[src/rtl/inside_set_q.sv]
// Ordered element queue with push, pop, and a registered "is value inside the set" query.
// Optionally drops duplicate pushes. Supports an override of the reported hit flag.
module inside_set_q #(
  parameter int WIDTH      = 8,
  parameter int DEPTH      = 8,
  parameter int INIT_COUNT = 2,
  parameter int ALLOW_DUP  = 1
) (
  input  logic                     clk,
  input  logic                     rst_n,
  input  logic                     push_valid,
  input  logic [WIDTH-1:0]         push_data,
  output logic                     push_ready,
  input  logic                     pop_req,
  output logic [WIDTH-1:0]         pop_data,
  output logic                     pop_ok,
  input  logic                     query_valid,
  input  logic [WIDTH-1:0]         query_data,
  output logic                     hit_valid,
  output logic                     hit,
  output logic [$clog2(DEPTH)-1:0] hit_idx,
  output logic                     dup_drop,
  output logic [$clog2(DEPTH):0]   count,
  output logic                     full,
  output logic                     empty,
  input  logic                     ovr_en,
  input  logic                     ovr_hit
);

  localparam int IW = $clog2(DEPTH);
  localparam int CW = IW + 1;

  logic [WIDTH-1:0] mem_r       [DEPTH];
  logic [WIDTH-1:0] mem_shift_s [DEPTH];
  logic [WIDTH-1:0] mem_nxt_s   [DEPTH];
  logic [CW-1:0]    count_r;
  logic [CW-1:0]    count_nxt_s;
  logic [CW-1:0]    wr_idx_s;

  logic [DEPTH-1:0] live_s;
  logic [DEPTH-1:0] push_match_vec_s;
  logic [DEPTH-1:0] query_match_vec_s;
  logic             full_s;
  logic             empty_s;
  logic             ready_s;
  logic             pop_do_s;
  logic             push_acc_s;
  logic             dup_s;
  logic             push_do_s;
  logic             q_any_s;
  logic [IW-1:0]    q_idx_s;

  logic [WIDTH-1:0] pop_data_r;
  logic             pop_ok_r;
  logic             hit_valid_r;
  logic             hit_r;
  logic [IW-1:0]    hit_idx_r;
  logic             dup_drop_r;

  assign full_s     = (count_r == CW'(DEPTH));
  assign empty_s    = (count_r == {CW{1'b0}});
  assign ready_s    = !full_s | (pop_req & !empty_s);
  assign pop_do_s   = pop_req & !empty_s;
  assign push_acc_s = push_valid & ready_s;
  assign dup_s      = (ALLOW_DUP == 0) ? (push_acc_s & (|push_match_vec_s)) : 1'b0;
  assign push_do_s  = push_acc_s & !dup_s;
  assign wr_idx_s   = count_r - CW'(pop_do_s);
  assign count_nxt_s = count_r + CW'(push_do_s) - CW'(pop_do_s);

  // Compare against live (index < count) entries only; lowest index wins.
  always_comb begin
    live_s            = '0;
    push_match_vec_s  = '0;
    query_match_vec_s = '0;
    q_idx_s           = '0;
    for (int i = 0; i < DEPTH; i++) begin
      live_s[i]            = (CW'(i) < count_r);
      push_match_vec_s[i]  = live_s[i] && (mem_r[i] == push_data);
      query_match_vec_s[i] = live_s[i] && (mem_r[i] == query_data);
    end
    for (int i = DEPTH - 1; i >= 0; i--) begin
      q_idx_s = query_match_vec_s[i] ? IW'(i) : q_idx_s;
    end
    q_any_s = |query_match_vec_s;
  end

  // Next contents: optional shift-down for a pop, then write the push at the new back.
  always_comb begin
    for (int i = 0; i < DEPTH - 1; i++) begin
      mem_shift_s[i] = pop_do_s ? mem_r[i+1] : mem_r[i];
    end
    mem_shift_s[DEPTH-1] = mem_r[DEPTH-1];
    for (int i = 0; i < DEPTH; i++) begin
      if (push_do_s && (CW'(i) == wr_idx_s)) begin
        mem_nxt_s[i] = push_data;
      end else begin
        mem_nxt_s[i] = mem_shift_s[i];
      end
    end
  end

  // Storage, count and registered result outputs; reset reloads the preload pattern.
  always_ff @(posedge clk or negedge rst_n) begin
    if (!rst_n) begin
      for (int i = 0; i < DEPTH; i++) begin
        mem_r[i] <= (i < INIT_COUNT) ? WIDTH'(i) : {WIDTH{1'b0}};
      end
      count_r     <= CW'(INIT_COUNT);
      pop_data_r  <= {WIDTH{1'b0}};
      pop_ok_r    <= 1'b0;
      hit_valid_r <= 1'b0;
      hit_r       <= 1'b0;
      hit_idx_r   <= {IW{1'b0}};
      dup_drop_r  <= 1'b0;
    end else begin
      mem_r       <= mem_nxt_s;
      count_r     <= count_nxt_s;
      pop_ok_r    <= pop_do_s;
      pop_data_r  <= pop_do_s ? mem_r[0] : pop_data_r;
      dup_drop_r  <= dup_s;
      hit_valid_r <= query_valid;
      if (query_valid) begin
        hit_r     <= ovr_en ? ovr_hit : q_any_s;
        hit_idx_r <= q_idx_s;
      end else begin
        hit_r     <= hit_r;
        hit_idx_r <= hit_idx_r;
      end
    end
  end

  assign push_ready = ready_s;
  assign full       = full_s;
  assign empty      = empty_s;
  assign count      = count_r;
  assign pop_data   = pop_data_r;
  assign pop_ok     = pop_ok_r;
  assign hit_valid  = hit_valid_r;
  assign hit        = hit_r;
  assign hit_idx    = hit_idx_r;
  assign dup_drop   = dup_drop_r;

endmodule

[config.mk]
export PLATFORM = sky130hd
export DESIGN_NAME = inside_set_q
export DESIGN_NICKNAME = d
export VERILOG_FILES = /design/src/rtl/inside_set_q.sv
export SDC_FILE = /design/constraint.sdc
export NUM_CORES = 1
export LEC_CHECK = 0
export ABC_AREA = 1
export CORE_MARGIN = 1.5
export CORE_UTILIZATION = 47
export CTS_CLUSTER_DIAMETER = 150
export DETAILED_ROUTE_END_ITERATION = 12
export PLACE_DENSITY = 0.7
export SYNTH_ARGS = -nofsm -noshare
export SYNTH_HDL_FRONTEND = slang
export SYNTH_SLANG_ARGS = --single-unit
export TNS_END_PERCENT = 100
[constraint.sdc]
create_clock -name clk -period 2.65 [get_ports clk]
set_clock_uncertainty 0.05 [all_clocks]
set_input_delay 0.265 -clock clk [delete_from_list [all_inputs] [get_ports clk]]
set_output_delay 0.265 -clock clk [all_outputs]
set_load 0.005 [all_outputs]
==> reports/results.tsv <==
metric	value	unit
die width	107	um
Hold Vio Cnt, Final	0	
Worst-path clk slew	90	ps
Worst Path Arrival	2770	ps
Synth area leaders	dfrtp_1 (39%), nand2_1 (13%), nand3_1 (9.5%)	
sequential share of power	35.1	%
Setup TNS	0	ps
cts bufs inserted	9	
combinational share of power	48.8	%
startpoint types	flip-flop	
first-pass GRT wire length	23900	um
Syn Inst Count	649	
Crit. End Element	flip-flop	
DRC	0	
number of global-route vias before repair	4703	
clock period minus final worst setup slack	2570	ps
Syn Area/Cell	7.84	um^2
Worst Tran Pin Value	716	ps
gpl congestion	0.928	
gr usage total	27.1	%
commonest non-fill, non-tap cell in the layout	nand2_1	
Layout Utilization	58.6	%
fin crit share	96.9	%
via count	4795	
Most common cell on crit path	nand2_4	
WL per Instance	17.5	um
CTS Sinks	82	
Hold Path Class	primary input to flip-flop	
critical path, cell by cell	inv_2, ha_4, nand2_2, nand2_4, inv_1, ha_2, o21ai_2, xor2_2, nand2_4, nor3_4, buf_4, nand2_4, nand3_1, o211ai_2	
port bufs	43	
clock share of power	16.1	%
Starting DRT DRC Count	462	
fraction of layout cells with a size suffix above 1	15.6	%
clock root cell	clkbuf_8	
Max-slew headroom	52.2	%
largest net degree at the start of global routing	58	
Core Region	10400	um^2
crit-path max cell delay	400	ps
Final Max Slew Viols	0	
Longest Clk Path Bufs	2	
power density over cell area	1050	nW/um^2
Area growth syn-to-layout	20.0	%
Starting Density	48.9	%
row count	37	
vias per inst	5.63	
R2R Path Start	count[2]	
Max Cap Viol	0	
HP Start	query_valid	
ANT nets after route	0	
n_diodes	0	
Die Footprint	11500	um^2
Unique masters post-synth	37	
Worst Setup SP	count[2]	
LEAKAGE	0.00287	uW
Required @ worst endpoint	2850	ps
fmax	389	MHz
Place WS	113	ps
WL final	14900	um
CTS tree	built	
hpwl dp	10800	um
Net Sw Power	2740	uW
PnR worst setup slack	81.9	ps
P_int	3690	uW
NumNets Final	747	
RSZ-0062 raised after global routing	no	
maximum vdd drop	0.485	mV
critical-path cell with the highest stage delay	dfrtp_1	
Buf/Inv on CP	3	
Mapped Nets	684	
Sw Share	42.6	%
Synth top area share	39.3	%
Max FO, Critical Path	9	
Ys Warns	0	
total gr overflow	0	
WS Path Type	flip-flop to flip-flop	
most frequent cells in the layout	nand2_1 (169), nand3_1 (97), dfrtp_1 (80)	
flops & latches, synth	82	
delay-heaviest family, CP	simple AND/OR/NAND/NOR gates	
clock latency on the worst-skew pair	370	ps
Setup violations, final	0	
Tot Pwr	6430	uW
Die H	107	um
drt pass-1 iters	5	
status	completed	
post-synthesis sequential area ratio	40.4	%
number of antenna violations at the first check in global routing	0	
Post-Syn Area	5090	um^2
Yosys top cell by area	dfrtp_1	
Max H-tree Level	3	
IO Pins	45	
==> path summary, 6_finish.rpt <==
kind | cells past startpoint | slack [ps] | end
max | 14 | 80 | mem_r[47]
min | 1 | 340 | hit_valid
max reg2reg | 14 | 80 | mem_r[47]
min reg2reg | 2 | 430 | hit
max in group asynchronous | 3 | 1480 | mem_r[28]
min in group asynchronous | 2 | 440 | pop_data[5]
==> sequential cells by signal (all words and copies together) (netlist names) <==
signal / cells
hit_idx: 3
count: 4
pop_ok: 1
mem_r: 64
hit: 1
hit_valid: 1
pop_data: 8
==> worst register-to-register path: cells and delay by family, from the launching register on <==
family,cells,cell delay [ps]
flip-flops,1,400
AO/OA/AOI/OAI,2,260
AND/OR/NAND/NOR,6,770
XOR/XNOR,1,290
buffers and inverters,3,330
adder cells (fa/ha/maj),2,350
==> metrics by stage <==
step                      instance area, um^2  std cells  hold WS, ps
after floorplan                          5110        649        -80.6
after global placement                   5740        825          312
after detailed placement                 5740        825          322
after CTS                                5960        841          337
after global routing                     6110        852          339
final                                    6110        852          343
==> synth_stat cells, drive strengths merged <==
master   instances
a21oi           10
a31oi            1
buf             18
clkbuf          11
conb             1
dfrtp           80
dfstp            2
fa               1
ha              11
inv             81
nand2          186
nand3           97
nand4            9
nor2            26
nor3            14
nor3b            1
o2111ai          1
o211ai          51
o21ai           19
o22ai            3
or2              1
xnor2           13
xor2            12
==> metal layers <==
metal | global-route usage, % | share of wire, % | vias up
met1 | 34.9 | 40 | 2269
met4 | 13.5 | 4.0 | 0
met3 | 4.56 | 7.8 | 54
met5 | 0 | 0 | -
li1 | - | - | 2256
met2 | 44.0 | 48 | 216
==> timing repair <==
item | 4_1_cts | 5_1_grt
setup buffers | 0 | 9
hold endpoints to repair | 50 | 0
gates resized for setup | 0 | 21
hold buffers | 1 | 0
endpoints found under the setup margin | 0 | 40
==> area by class of cell <==
type                       instances  area, um^2
sequential                        82        2050
inverter                          81         309
clock buffer                      10         138
multi-input combinational        459        2650
tap                              136         170
clock inverter                     5        78.8
timing repair buffer              79         711
fill                             951        4310
==> power by group through the flow <==
stage,combinational (uW),clock (uW),sequential (uW)
after detailed placement,2880,0,2270
after global routing,3490,1090,2320
after CTS,2890,1040,2250
after floorplan,2010,0,2190
after global placement,2780,0,2240
final,3140,1040,2260
==> kinds of logic after synthesis <==
logic type | Yosys count | synth area share (%)
and+or+nand+nor | 334 | 30.1
buffers and inverters | 110 | 9.59
AOI/OAI and AO/OA | 85 | 12.3
DFF | 82 | 40.4
xor gates and xnor gates | 25 | 4.45
adders and majority gates | 12 | 3.10
other | 1 | 0.0737
Power figures use the tool's default switching activity.
==> RTL edit 1: new RTL, same settings <==
Put one more register stage on the output `count`, without a reset. The value now appears one clock later. The other outputs are not delayed to match. Comments in the files are not updated.
--- a/src/rtl/inside_set_q.sv
+++ b/src/rtl/inside_set_q.sv
@@ -132,7 +132,9 @@
   assign push_ready = ready_s;
   assign full       = full_s;
   assign empty      = empty_s;
-  assign count      = count_r;
+  always_ff @(posedge clk) begin
+    count <= count_r;
+  end
   assign pop_data   = pop_data_r;
   assign pop_ok     = pop_ok_r;
   assign hit_valid  = hit_valid_r;
Formal check against the unedited RTL: not equivalent (Yosys sat finds a counterexample within 4 cycles, from zero or initial values and one cycle with rst_n low).
==> RTL edit 1 against the unedited design <==
- count of clock-buffer cells in the layout grew 5
- global-route usage fell by 2.6 points
- synthesized area shrank 0.79%
- clock power is 18% lower
- sequential cell count rose by 4
- total power shrank 6.5%
- highest routed layer unchanged
- sequential share of layout area is 2.4 points higher
- die area fell by 0.76%
- wire length down 9.2%
- setup slack better by 0.029 ns
- critical path depth down 2
- final area decreased by 3.0%
==> RTL edit 1: results (changes against the unedited design) <==
| Metric | Value |
|---|---|
| Result of the run | finished, final reports clean (unchanged) |
| CP max stage delay | 0.40 ns (about the same) |
| Arr. time, crit path | 2.72 ns (was 2.77 ns) |
| RR Startpoint | count_r[2] (was count[2]) |
| Routed Antenna Nets | 0 (unchanged) |
| Top cell family by delay on the critical path | simple AND/OR/NAND/NOR gates (unchanged) |
| Wire per inst | 16.7 um (was 17.5 um) |
| Pleak | 2.73 nW (was 2.87 nW) |
| CTS Root Cell | clkbuf_8 (unchanged) |
| Post-synth ARST share | 0.953 (was 1.00) |
| Ant diodes | 0 (unchanged) |
| Post-CTS setup buffers | 0 (unchanged) |
| Net count after synthesis | 654 (was 684) |
| Crit path max fanout | 14 (was 9) |
| Post-synth top cells | 139 x nand2_1, 80 x dfrtp_1, 79 x nand3_1 (was 171 x nand2_1, 97 x nand3_1, 80 x dfrtp_1) |
| Synth cell types | 39 (was 37) |
| Initial DRC count | 389 (was 462) |
| Share of post-route cells with drive strength above 1 | 0.126 (was 0.156) |
| DP Worst Slack | 0.0346 ns (was 0.113 ns) |
| H-tree depth | 3 (unchanged) |
| Total GRT Usage | 0.245 (was 0.271) |
| Number of flip-flops in the largest register | 64 (unchanged) |
| HPWL after DPL | 9760 um (was 10800 um) |
| Sequential share of the synthesized area | 0.423 (was 0.404) |
| Main area contributors after synthesis | dfrtp_1 40%, nand2_1 10%, nand3_1 7.8%, inv_1 5.8%, o211ai_1 4.8% (was dfrtp_1 39%, nand2_1 13%, nand3_1 9.5%, o211ai_1 5.8%, inv_1 5.6%) |
| Clk buf depth | 2 (unchanged) |
| Worst reg-to-reg setup slack | 0.11 ns (was 0.08 ns) |
| Max-slew headroom | 0.539 (was 0.522) |
| Largest Register | mem_r (unchanged) |
| Vias in the first global route | 4113 (was 4703) |
| Clk_lat worst skew | approximately 0.36 ns |
| Clk slew on worst S/H paths | ~0.08 ns |
| Slowest cell on crit path | dfrtp_1 (unchanged) |
| Worst R2R Path Depth | 12 (was 14) |
| Initial antenna violation count | 0 (unchanged) |
| FF-to-FF End | mem_r[54] (was mem_r[47]) |
| Hold crit path type | primary input to asynchronous set/reset pin (was primary input to register) |
| Largest net degree at the start of global routing | 58 (unchanged) |
| GP Congestion | 0.931 (was 0.928) |
| Worst vdd ir | 0.462 mV (was 0.485 mV) |
| Primary FF master, synth | dfrtp_1 (unchanged) |
| Area post-placement | 0.00566 mm^2 (was 0.00574 mm^2) |
| First-pass GRT wire length | 21500 um (was 23900 um) |
| Final nets | 703 (was 747) |
| Vias/cell | 5.53 (was 5.63) |
| TritonCTS Buffers | 9 (unchanged) |
| Drt pass-1 iters | 5 (unchanged) |
| YS warnings | 0 (unchanged) |
| IO Port Bufs | 43 (unchanged) |
[RTL edit 1: timing repair]
action,CTS,global route
gates cloned,0,1
hold buffers,1,0
gates resized for setup,1,19
setup endpoints to repair,2,45
endpoints found under the hold margin,34,0
pin swaps,0,1
[RTL edit 1: final cells by class]
type / count / area (um^2)
repair buffers: 67 / 623
inverters: 81 / 317
flip-flops and latches: 86 / 2130
multi-input cells: 423 / 2510
fillers: 965 / 4440
clock buffers: 15 / 166
well taps: 136 / 170
clock inverters: 1 / 7.51
[RTL edit 1: cell families (layout without fill, tap and decap cells)]
group,after synthesis,in the layout,share of synthesized area
other cells,1,1,0.000743
fa+ha+maj,12,12,0.0312
buf+inv,111,164,0.100
compound gates,97,97,0.137
xor+xnor,26,26,0.0451
simple gates,286,287,0.263
flops,86,86,0.423
[RTL edit 1: metal layers]
layer | vias to the layer above | wire length [um] | GRT usage
met2 | 157 | 6280 | 0.369
met1 | 2113 | 6240 | 0.357
li1 | 2185 | - | -
met4 | 0 | 278 | 0.0952
met5 | - | 0 | 0
met3 | 22 | 730 | 0.0347
[RTL edit 1: worst max path at each step]
stage               start   endpoint  slack (ns)  depth (start not counted)
2_1_floorplan  count_r[2]   mem_r[5]       0.003                         16
3_3_place_gp      pop_req   mem_r[1]        0.06                         11
3_5_place_dp      pop_req   mem_r[5]        0.03                         11
4_1_cts        count_r[2]  mem_r[48]        0.05                         14
5_1_grt        count_r[2]  mem_r[36]       -0.04                         14
6_report       count_r[2]  mem_r[54]        0.11                         12
[RTL edit 1: where the power goes]
part	internal [mW]	switching, mW	leakage (nW)
combinational	1.21	1.61	1.55
clock	0.395	0.456	0.0840
sequential	1.90	0.439	1.10
total	3.50	2.51	2.73
[RTL edit 1: stage by stage]
stage / util / hold slack, ns / power (mW) / cells
floorplan: - / -0.0806 / 4.21 / 619
global placement: 0.546 / 0.214 / 4.93 / 791
detailed placement: 0.546 / 0.212 / 5.03 / 791
CTS: 0.564 / 0.365 / 5.90 / 808
global route: 0.572 / 0.399 / 6.48 / 809
finish: 0.572 / 0.364 / 6.01 / 809
[RTL edit 1: worst register-to-register path, delay by kind of cell, from the launching register on]
family | cells | cell delay (ns)
buf+inv | 3 | 0.34
compound gates | 1 | 0.11
fa+ha+maj | 3 | 0.75
simple gates | 5 | 0.77
flops | 1 | 0.40
==> RTL edit 2: new RTL, same settings <==
Made on the original files. The parameter `ALLOW_DUP` goes from 1 to 0.
--- a/src/rtl/inside_set_q.sv
+++ b/src/rtl/inside_set_q.sv
@@ -4,7 +4,7 @@
   parameter int WIDTH      = 8,
   parameter int DEPTH      = 8,
   parameter int INIT_COUNT = 2,
-  parameter int ALLOW_DUP  = 1
+  parameter int ALLOW_DUP  = 0
 ) (
   input  logic                     clk,
   input  logic                     rst_n,
Behaviour: not the same (a bounded check fails within 4 cycles, from zero or initial values and one cycle with rst_n low).
==> RTL edit 2 against the unedited design <==
- the run now ends with setup timing left
- wire length is 86% higher
- global-route usage is 6.6 points higher
- synthesized area is 45% higher
- total power is 47% higher
- setup slack worse by 0.16 ns
- final area is 60% higher
- combinational power is 81% higher
- via count is 72% higher
- count of clock-buffer cells in the layout is 2 higher
- first-iteration DRC count is 110% higher
- sequential cell count is 1 higher
- clock power is 27% higher
- fmax is 5.8% lower
- critical path type unchanged
- largest cell class unchanged
- largest power group unchanged
==> RTL edit 2: results (changes against the unedited design) <==
| Metric | Value |
|---|---|
| Non-clk invs | 98 (was 81) |
| # clk buffers | 12 (was 10) |
| Post-CTS setup buffers | 7 (was 0) |
| Multi-input gate share of total cell area | 0.500 (was 0.433) |
| Filler cells | 1364 (was 951) |
| Initial DRC count | 973 (was 462) |
| GP Congestion | 0.985 (was 0.928) |
| Multi-In Gates | 887 (was 459) |
| Arr. time, crit path | 2.92 ns (was 2.77 ns) |
| Largest net degree at the start of global routing | 73 (was 58) |
| Sequential share of the synthesized area | 0.283 (was 0.404) |
| HPWL after DPL | 20000 um (was 10800 um) |
| Met3 Usage GRT | 0.0972 (was 0.0456) |
| Drt pass-1 iters | 6 (was 5) |
| Hold crit path type | primary input to asynchronous set/reset pin (was primary input to register) |
| Failing checks | setup timing |
| Pleak | 4.99 nW (was 2.87 nW) |
| Slack of the critical path | -0.0774 ns (was 0.0819 ns) |
| Vias | 8271 (was 4795) |
| Met1 Use GR | 0.455 (was 0.349) |
| Setup Viol. Count Final | 27 (was 0) |
| Result of the run | finished with violations (was finished, final reports clean) |
| First-pass GRT wire length | 41400 um (was 23900 um) |
| Wire per inst | 18.6 um (was 17.5 um) |
| DP Worst Slack | -0.463 ns (was 0.113 ns) |
| Main area contributors after synthesis | dfrtp_1 28%, nand2_1 25%, nand4_1 5.7%, nand3_1 5.4%, inv_1 4.7% (was dfrtp_1 39%, nand2_1 13%, nand3_1 9.5%, o211ai_1 5.8%, inv_1 5.6%) |
| Worst vdd ir | 0.891 mV (was 0.485 mV) |
-- RTL edit 2: changes by cell type after synthesis, sizes merged, moves of 20 or more --
cell	delta
nand2	+314
nand4	+65
nor2	+60
o211ai	-51
buf	+26
xnor2	+20
-- RTL edit 2: kinds of logic after synthesis --
logic type / count (synthesis) / synth area share
buffers and inverters: 168 / 0.125
xor gates and xnor gates: 59 / 0.0702
and+or+nand+nor: 769 / 0.468
adders and majority gates: 12 / 0.0214
AOI/OAI and AO/OA: 46 / 0.0328
DFF: 83 / 0.283
-- RTL edit 2: metrics by stage --
| stage | std cells | area [um^2] | power, mW | util |
|---|---|---|---|---|
| after floorplan | 1137 | 7660 | 5.58 | - |
| after global placement | 1463 | 8970 | 7.36 | 0.588 |
| after detailed placement | 1463 | 8970 | 7.43 | 0.588 |
| after CTS | 1487 | 9360 | 8.87 | 0.613 |
| after global routing | 1496 | 9780 | 10.0 | 0.641 |
| final | 1496 | 9780 | 9.42 | 0.641 |
